**src/rtl/isqrt_seq.sv**
```systemverilog
// Sequential integer square root: restoring digit-by-digit method, one root
// bit per clock, fixed W/2-cycle latency, start/busy/done handshake.
module isqrt_seq #(
  parameter int unsigned W = 8
) (
  input  logic           clk,
  input  logic           rstN,
  input  logic           start,
  input  logic [W-1:0]   n,
  output logic           busy,
  output logic           done,
  output logic [W/2-1:0] root,
  output logic [W/2:0]   rem
);

  localparam int unsigned H  = W / 2;
  localparam int unsigned CW = (H > 1) ? $clog2(H) : 1;

  if (((W % 2) != 0) || (W < 4)) begin : g_cfg_check
    $error("isqrt_seq: W must be even and >= 4");
  end

  typedef enum logic [1:0] {IDLE, CALC, DONE} state_t;

  state_t          state;
  state_t          state_next;
  logic [W-1:0]    x;
  // Only the low H bits of the partial remainder are ever consumed before the
  // final step; the full-width final remainder goes straight to rem.
  logic [H-1:0]    r;
  logic [H-1:0]    q;
  logic [CW-1:0]   cnt;
  logic [H+1:0]    rs;
  logic [H+1:0]    t;
  logic [H:0]      r_next;
  logic [H-1:0]    q_next;
  logic            accept;

  // One iteration: trial-subtract {q,01} from the remainder shifted by two
  // radicand bits; keep the difference and set the root bit if non-negative.
  always_comb begin
    rs     = {r, x[W-1:W-2]};
    t      = rs - {q, 2'b01};
    q_next = {q[H-2:0], ~t[H+1]};
    r_next = t[H+1] ? rs[H:0] : t[H:0];
  end

  // State register.
  always_ff @(posedge clk or negedge rstN) begin
    if (!rstN) state <= IDLE;
    else       state <= state_next;
  end

  // Next-state and handshake outputs; start is honoured in IDLE and DONE.
  always_comb begin
    state_next = state;
    busy       = 1'b0;
    done       = 1'b0;
    accept     = 1'b0;
    case (state)
      IDLE: begin
        accept = start;
        if (start) state_next = CALC;
      end
      CALC: begin
        busy = 1'b1;
        if (cnt == '0) state_next = DONE;
      end
      DONE: begin
        done   = 1'b1;
        accept = start;
        state_next = start ? CALC : IDLE;
      end
      default: state_next = IDLE;
    endcase
  end

  // Datapath: load on accept, iterate in CALC, publish result on last step.
  always_ff @(posedge clk or negedge rstN) begin
    if (!rstN) begin
      x    <= '0;
      r    <= '0;
      q    <= '0;
      cnt  <= '0;
      root <= '0;
      rem  <= '0;
    end else if (accept) begin
      x   <= n;
      r   <= '0;
      q   <= '0;
      cnt <= CW'(H - 1);
    end else if (state == CALC) begin
      x   <= x << 2;
      r   <= r_next[H-1:0];
      q   <= q_next;
      cnt <= cnt - CW'(1);
      if (cnt == '0) begin
        root <= q_next;
        rem  <= r_next;
      end
    end
  end

endmodule

```
**config.mk**
```make
export PLATFORM = sky130hd
export DESIGN_NAME = isqrt_seq
export DESIGN_NICKNAME = d
export VERILOG_FILES = /design/src/rtl/isqrt_seq.sv
export SDC_FILE = /design/constraint.sdc
export NUM_CORES = 1
export LEC_CHECK = 0
export CORE_MARGIN = 3
export CORE_UTILIZATION = 53
export DETAILED_ROUTE_END_ITERATION = 7
export PLACE_DENSITY = 0.79
export SLEW_MARGIN = 20
export SYNTH_ARGS = -nofsm -noshare
export SYNTH_HDL_FRONTEND = slang
export SYNTH_SLANG_ARGS = --single-unit
```
**constraint.sdc**
```tcl
create_clock -name clk -period 2.04 [get_ports clk]
set_input_delay 0.306 -clock clk [delete_from_list [all_inputs] [get_ports clk]]
set_output_delay 0.306 -clock clk [all_outputs]
set_load 0.005 [all_outputs]
```
==> results of run 1 <==
## metrics by stage
step	cells	area [um2]
2_1_floorplan	140	1450
3_3_place_gp	192	1730
3_5_place_dp	192	1730
4_1_cts	200	1770
5_1_grt	201	1800
6_report	201	1800
## power by group
part           internal, mW  leakage, nW  total (mW)  switching (mW)
Combinational          1.01        0.435        2.02            1.01
Sequential            0.847        0.359        1.02           0.175
Clock                 0.137       0.0265       0.327           0.190
## cell usage in the layout (no fill, tap or decap), types with 5 or more instances in the layout
cell              n
dfrtp_1          29
clkdlybuf4s50_1  21
nand2_1          16
mux2i_1          12
a21oi_1          10
o21ai_1          10
inv_1             9
buf_4             8
nor2b_1           5
o21ai_0           5
clkbuf_4          5
## registers in the layout, indices dropped and copies added (netlist names)
name and count:
cnt 2, q 4, r 4, rem 5, root 4, state 2, x 8
## cells by family after synthesis
family | after synthesis
xor+xnor | 6
fa+ha+maj | 5
mux | 15
compound gates | 36
buf+inv | 16
simple gates | 33
flops | 29
## timing repair
item	4_1_cts	5_1_grt
setup buffers	0	1
gates resized for setup	0	3
setup endpoints to repair	0	7
## how the worst max path moves through the flow
stage                startpoint            endpoint  slack (ns)
2_1_floorplan  r[1]$_DFFE_PN0P_  rem[1]$_DFFE_PN0P_        0.25
3_3_place_gp   q[1]$_DFFE_PN0P_  rem[1]$_DFFE_PN0P_        0.15
3_5_place_dp   r[1]$_DFFE_PN0P_  rem[3]$_DFFE_PN0P_        0.05
4_1_cts        r[1]$_DFFE_PN0P_  rem[3]$_DFFE_PN0P_        0.03
5_1_grt        r[2]$_DFFE_PN0P_  rem[1]$_DFFE_PN0P_       -0.02
6_report       r[2]$_DFFE_PN0P_  rem[1]$_DFFE_PN0P_        0.09
## layer usage
metal / routed length [um] / GRT usage, % / up-vias
met2: 1400 / 31.6 / 27
li1: - / - / 545
met3: 122 / 4.90 / 8
met1: 1220 / 21.1 / 522
met4: 61 / 11.9 / 0
met5: 0 / 0 / -
## final cells by class
cell class,count,area share (%)
inverters,10,2.08
clock buffers,8,2.71
multi-input cells,95,37.8
repair buffers,29,15.0
flip-flops and latches,29,40.3
well taps,30,2.08
## critical path, stage by stage (launching register included)
cell and delay, ns:
dfrtp_1 0.41, ha_1 0.26, nor3_2 0.23, a211oi_2 0.11
xnor2_2 0.39, mux2i_1 0.17, mux2_4 0.28
==> flow_summary.ini, run 1 <==
[status]
run_status = finished clean

[place]
place_hpwl_mm = 2.08
place_ws_ns = 0.0454
place.gp.congestion = 0.749
port_buffers = 21

[logic_synthesis]
seq_area_frac_synth_pct = 50.1
synth-seq-cells = 29
synth_nets = 156
syn_area_um2 = 1450
synth_xor_area_share_pct = 4.15
yosysTopAreaCellShare_pct = 50.1
netlist_top_cells_count = 29 x dfrtp_1, 16 x nand2_1, 13 x mux2i_1
synthArstFlopShare_pct = 100
synth-simple-area-share_pct = 11.1
ys_warn_count = 0
netlist_instances = 140
synth_edf_count = 0
synth_area_leader_cell = dfrtp_1
ys.flop_type = dfrtp_1
synth_fa_ha_area_share_pct = 4.32
synth_top_family_by_area = compound AO/OA/AOI/OAI gates
synth_mux_area_share_pct = 10.8
synth_compound_area_share_pct = 15.4
avgSynthCellArea_um2 = 10.3
synth.distinct_cells = 29
yosys-top-cells-area = dfrtp_1 50%, mux2i_1 9.0%, ha_1 4.3%
yosysMostFrequentCell = dfrtp_1

[final_layout]
drive_gt1_share_pct = 13.5
final_util_pct = 70.7
multiInputGateArea_um2 = 681
areaGrowthSynthToFinish_pct = 24.3
final_nets = 186
fillers = 199
seq_area_um2 = 726
antenna_cells = 0

[timing]
period_needed_ns = 1.95
fmax_mhz = 513
hold_viol_final = 0
fin_ws_ns = 0.0894
whs_ns = 0.349
setup_viol = 0
worstMarginPinSlew_ns = 0.464
slew_viol_final = 0
finClkSkew_ns = 0.00724
maxSlewHeadroom_pct = 68.9
tns_ns = 0
min_period_over_period_pct = 95.6

[routing]
antenna_left = 0
initialDrtViolationCount = 21
drc = 0
wl_per_cell_um = 14.0
vias = 1102
post_drt_via_cell_ratio = 5.48
dr.pass1.iters = 4
wl_mm = 2.80

[clock_tree]
cts_tree = yes
root_buffer = clkbuf_4
cts.sinks = 29
clockBufferDepth = 2
clk_latency_ns = 0.33
htree_levels = 2
hold_buffers = 0
clk_pin_slew_ns = 0.09
cts_made_buffers = 5

[power]
total_power_mw = 3.37
leakagePower_nw = 0.821
p_per_area_nw_per_um2 = 1870
vdd_ir_drop_max_mv = 1.37

[critical_path]
worstPathArrival_ns = 2.17
reg2reg_from = r[2]$_DFFE_PN0P_
cp.required_ns = 2.26
cp_max_fo = 7
r2r_slack_ns = 0.09
criticalPathCategory = register to register
cp-start-kind = register
end_kind = register
ff2ff_path_depth = 6
reg2reg_to = rem[1]$_DFFE_PN0P_

[global_routing]
first_global_vias = 1117
grt_antenna_before_repair = 0
grt_start_max_net_pins = 30
grt-ovfl-total = 0
grt_first_pass_wirelength_mm = 4.75
grt_util_all_layers_pct = 18.8

[floorplan]
fp-row-count = 18
die_x_um = 58.3
core_um2 = 2540
initial_utilization_pct = 56.9
dieArea_um2 = 3400
ios = 22
chipHeight_um = 58.3

[min_path]
hold_path.class = input pin to asynchronous set/reset pin

[run]
max-cap-violations = 0
Power figures use the tool's default switching activity.
==> run 2, diff against run 1 <==
--- a/config.mk
+++ b/config.mk
@@ -9,6 +9,7 @@
 export CORE_UTILIZATION = 53
 export DETAILED_ROUTE_END_ITERATION = 7
 export PLACE_DENSITY = 0.79
+export REMOVE_ABC_BUFFERS = 1
 export SLEW_MARGIN = 20
 export SYNTH_ARGS = -nofsm -noshare
 export SYNTH_HDL_FRONTEND = slang
==> flow_summary.ini, run 2 (synthesized netlist as in run 1, its figures left out) <==
[timing]
worstMarginPinSlew_ns = 0.455
maxSlewHeadroom_pct = 69.5
setup_viol = 0
tns_ns = 0
min_period_over_period_pct = 95.4
fin_ws_ns = 0.0948
finClkSkew_ns = 0.00722
period_needed_ns = 1.95
hold_viol_final = 0
fmax_mhz = 514
slew_viol_final = 0

[global_routing]
grt-ovfl-total = 0
grt_first_pass_wirelength_mm = 4.77
grt_antenna_before_repair = 0
grt_util_all_layers_pct = 18.8
grt_start_max_net_pins = 30
first_global_vias = 1082

[floorplan]
die_x_um = 58.3
core_um2 = 2540
fp-row-count = 18
initial_utilization_pct = 56.9
chipHeight_um = 58.3
ios = 22
dieArea_um2 = 3400

[clock_tree]
root_buffer = clkbuf_4
cts_tree = yes
cts.sinks = 29
clk_pin_slew_ns = 0.09
cts_made_buffers = 5
hold_buffers = 0
htree_levels = 2
clk_latency_ns = 0.33
clockBufferDepth = 2

[power]
p_per_area_nw_per_um2 = 1870
leakagePower_nw = 0.840
sw_frac_of_total_pct = 40.5
combPwrFrac_pct = 57.9
total_power_mw = 3.41
clkPwrFrac_pct = 11.8
vdd_ir_drop_max_mv = 1.23
p_seq_share_pct = 30.3
p_int_mw = 2.03
p_sw_mw = 1.38

[routing]
antenna_left = 0
drc = 0
vias = 1089
wl_mm = 2.83
post_drt_via_cell_ratio = 5.42
initialDrtViolationCount = 41
wl_per_cell_um = 14.1
dr.pass1.iters = 4

[final_layout]
top_regs = x: 8 flops, rem: 5 flops
mostFrequentLayoutCell = dfrtp_1
drive_gt1_share_pct = 13.5
final_cell_mix = 29 x dfrtp_1, 21 x clkdlybuf4s50_1, 16 x nand2_1
areaGrowthSynthToFinish_pct = 25.7
final_nets = 186
antenna_cells = 0
top_register = x
largest_reg_flops = 8
postLayoutCellArea_um2 = 1820

[place]
place_ws_ns = 0.0235
placed_cell_area_um2 = 1730
place_hpwl_mm = 2.09
place.gp.congestion = 0.766
port_buffers = 21

[critical_path]
cp-start-kind = register
criticalPathCategory = register to output pin
worstPathArrival_ns = 1.64
end_kind = output pin
cp_max_fo = 8
cp.required_ns = 1.73

[min_path]
hold_path.class = input pin to asynchronous set/reset pin

[run]
max-cap-violations = 0

[status]
run_status = finished clean
## run 2: final timing paths
path	to	slack (ns)	start	depth (start not counted)
max in group asynchronous	rem[4]$_DFFE_PN0P_	1.41	rstN	2
setup reg to reg	rem[1]$_DFFE_PN0P_	0.12	q[0]$_DFFE_PN0P_	7
hold reg to reg	rem[4]$_DFFE_PN0P_	0.49	rem[4]$_DFFE_PN0P_	2
min in group clk	rem[4]$_DFFE_PN0P_	0.49	rem[4]$_DFFE_PN0P_	2
setup / recovery	busy	0.09	state[1]$_DFFE_PN0P_	3
hold / removal	r[3]$_DFFE_PN0P_	0.35	rstN	2
## run 2: final cells by class
| cell class | count | area (um2) |
|---|---|---|
| well taps | 30 | 37.5 |
| multi-input cells | 95 | 681 |
| repair buffers | 29 | 270 |
| inverters | 10 | 37.5 |
| clock inverters | 1 | 5.00 |
| flip-flops and latches | 29 | 726 |
| clock buffers | 7 | 65.1 |
| fillers | 203 | 723 |
## run 2: timing repair
item / in CTS / in global routing
pin swaps: 1 / 1
setup buffers: 0 / 0
resized for setup: 0 / 2
endpoints found under the setup margin: 1 / 6
## run 2: power by group through the flow
| stage | registers [mW] | logic [mW] | clock network (mW) |
|---|---|---|---|
| 4_1_cts | 1.04 | 1.88 | 0.411 |
| 3_5_place_dp | 1.05 | 1.87 | 0 |
| 6_report | 1.03 | 1.98 | 0.403 |
| 3_3_place_gp | 1.03 | 1.80 | 0 |
| 2_1_floorplan | 1.04 | 1.27 | 0 |
| 5_1_grt | 1.07 | 2.20 | 0.439 |
## run 2: metrics by stage
stage          instances  utilization [%]  hold slack (ns)
2_1_floorplan        134                -           0.0104
3_3_place_gp         193             68.1            0.464
3_5_place_dp         193             68.1            0.472
4_1_cts              201             70.8            0.369
5_1_grt              201             71.6            0.374
6_report             201             71.6            0.354
## run 2: per-layer routing
| layer | global-route usage [%] | up-vias | part of all wire, % |
|---|---|---|---|
| li1 | - | 542 | - |
| met1 | 22.4 | 522 | 44 |
| met2 | 31.6 | 20 | 51 |
| met3 | 7.35 | 5 | 4.1 |
| met4 | 4.97 | 0 | 1.1 |
| met5 | 0 | - | 0 |
## run 2: worst max-delay path, cell delays in order (launching register included)
cell	delay (ns)
dfrtp_1	0.48
nand2b_1	0.21
inv_2	0.11
clkdlybuf4s50_1	0.51
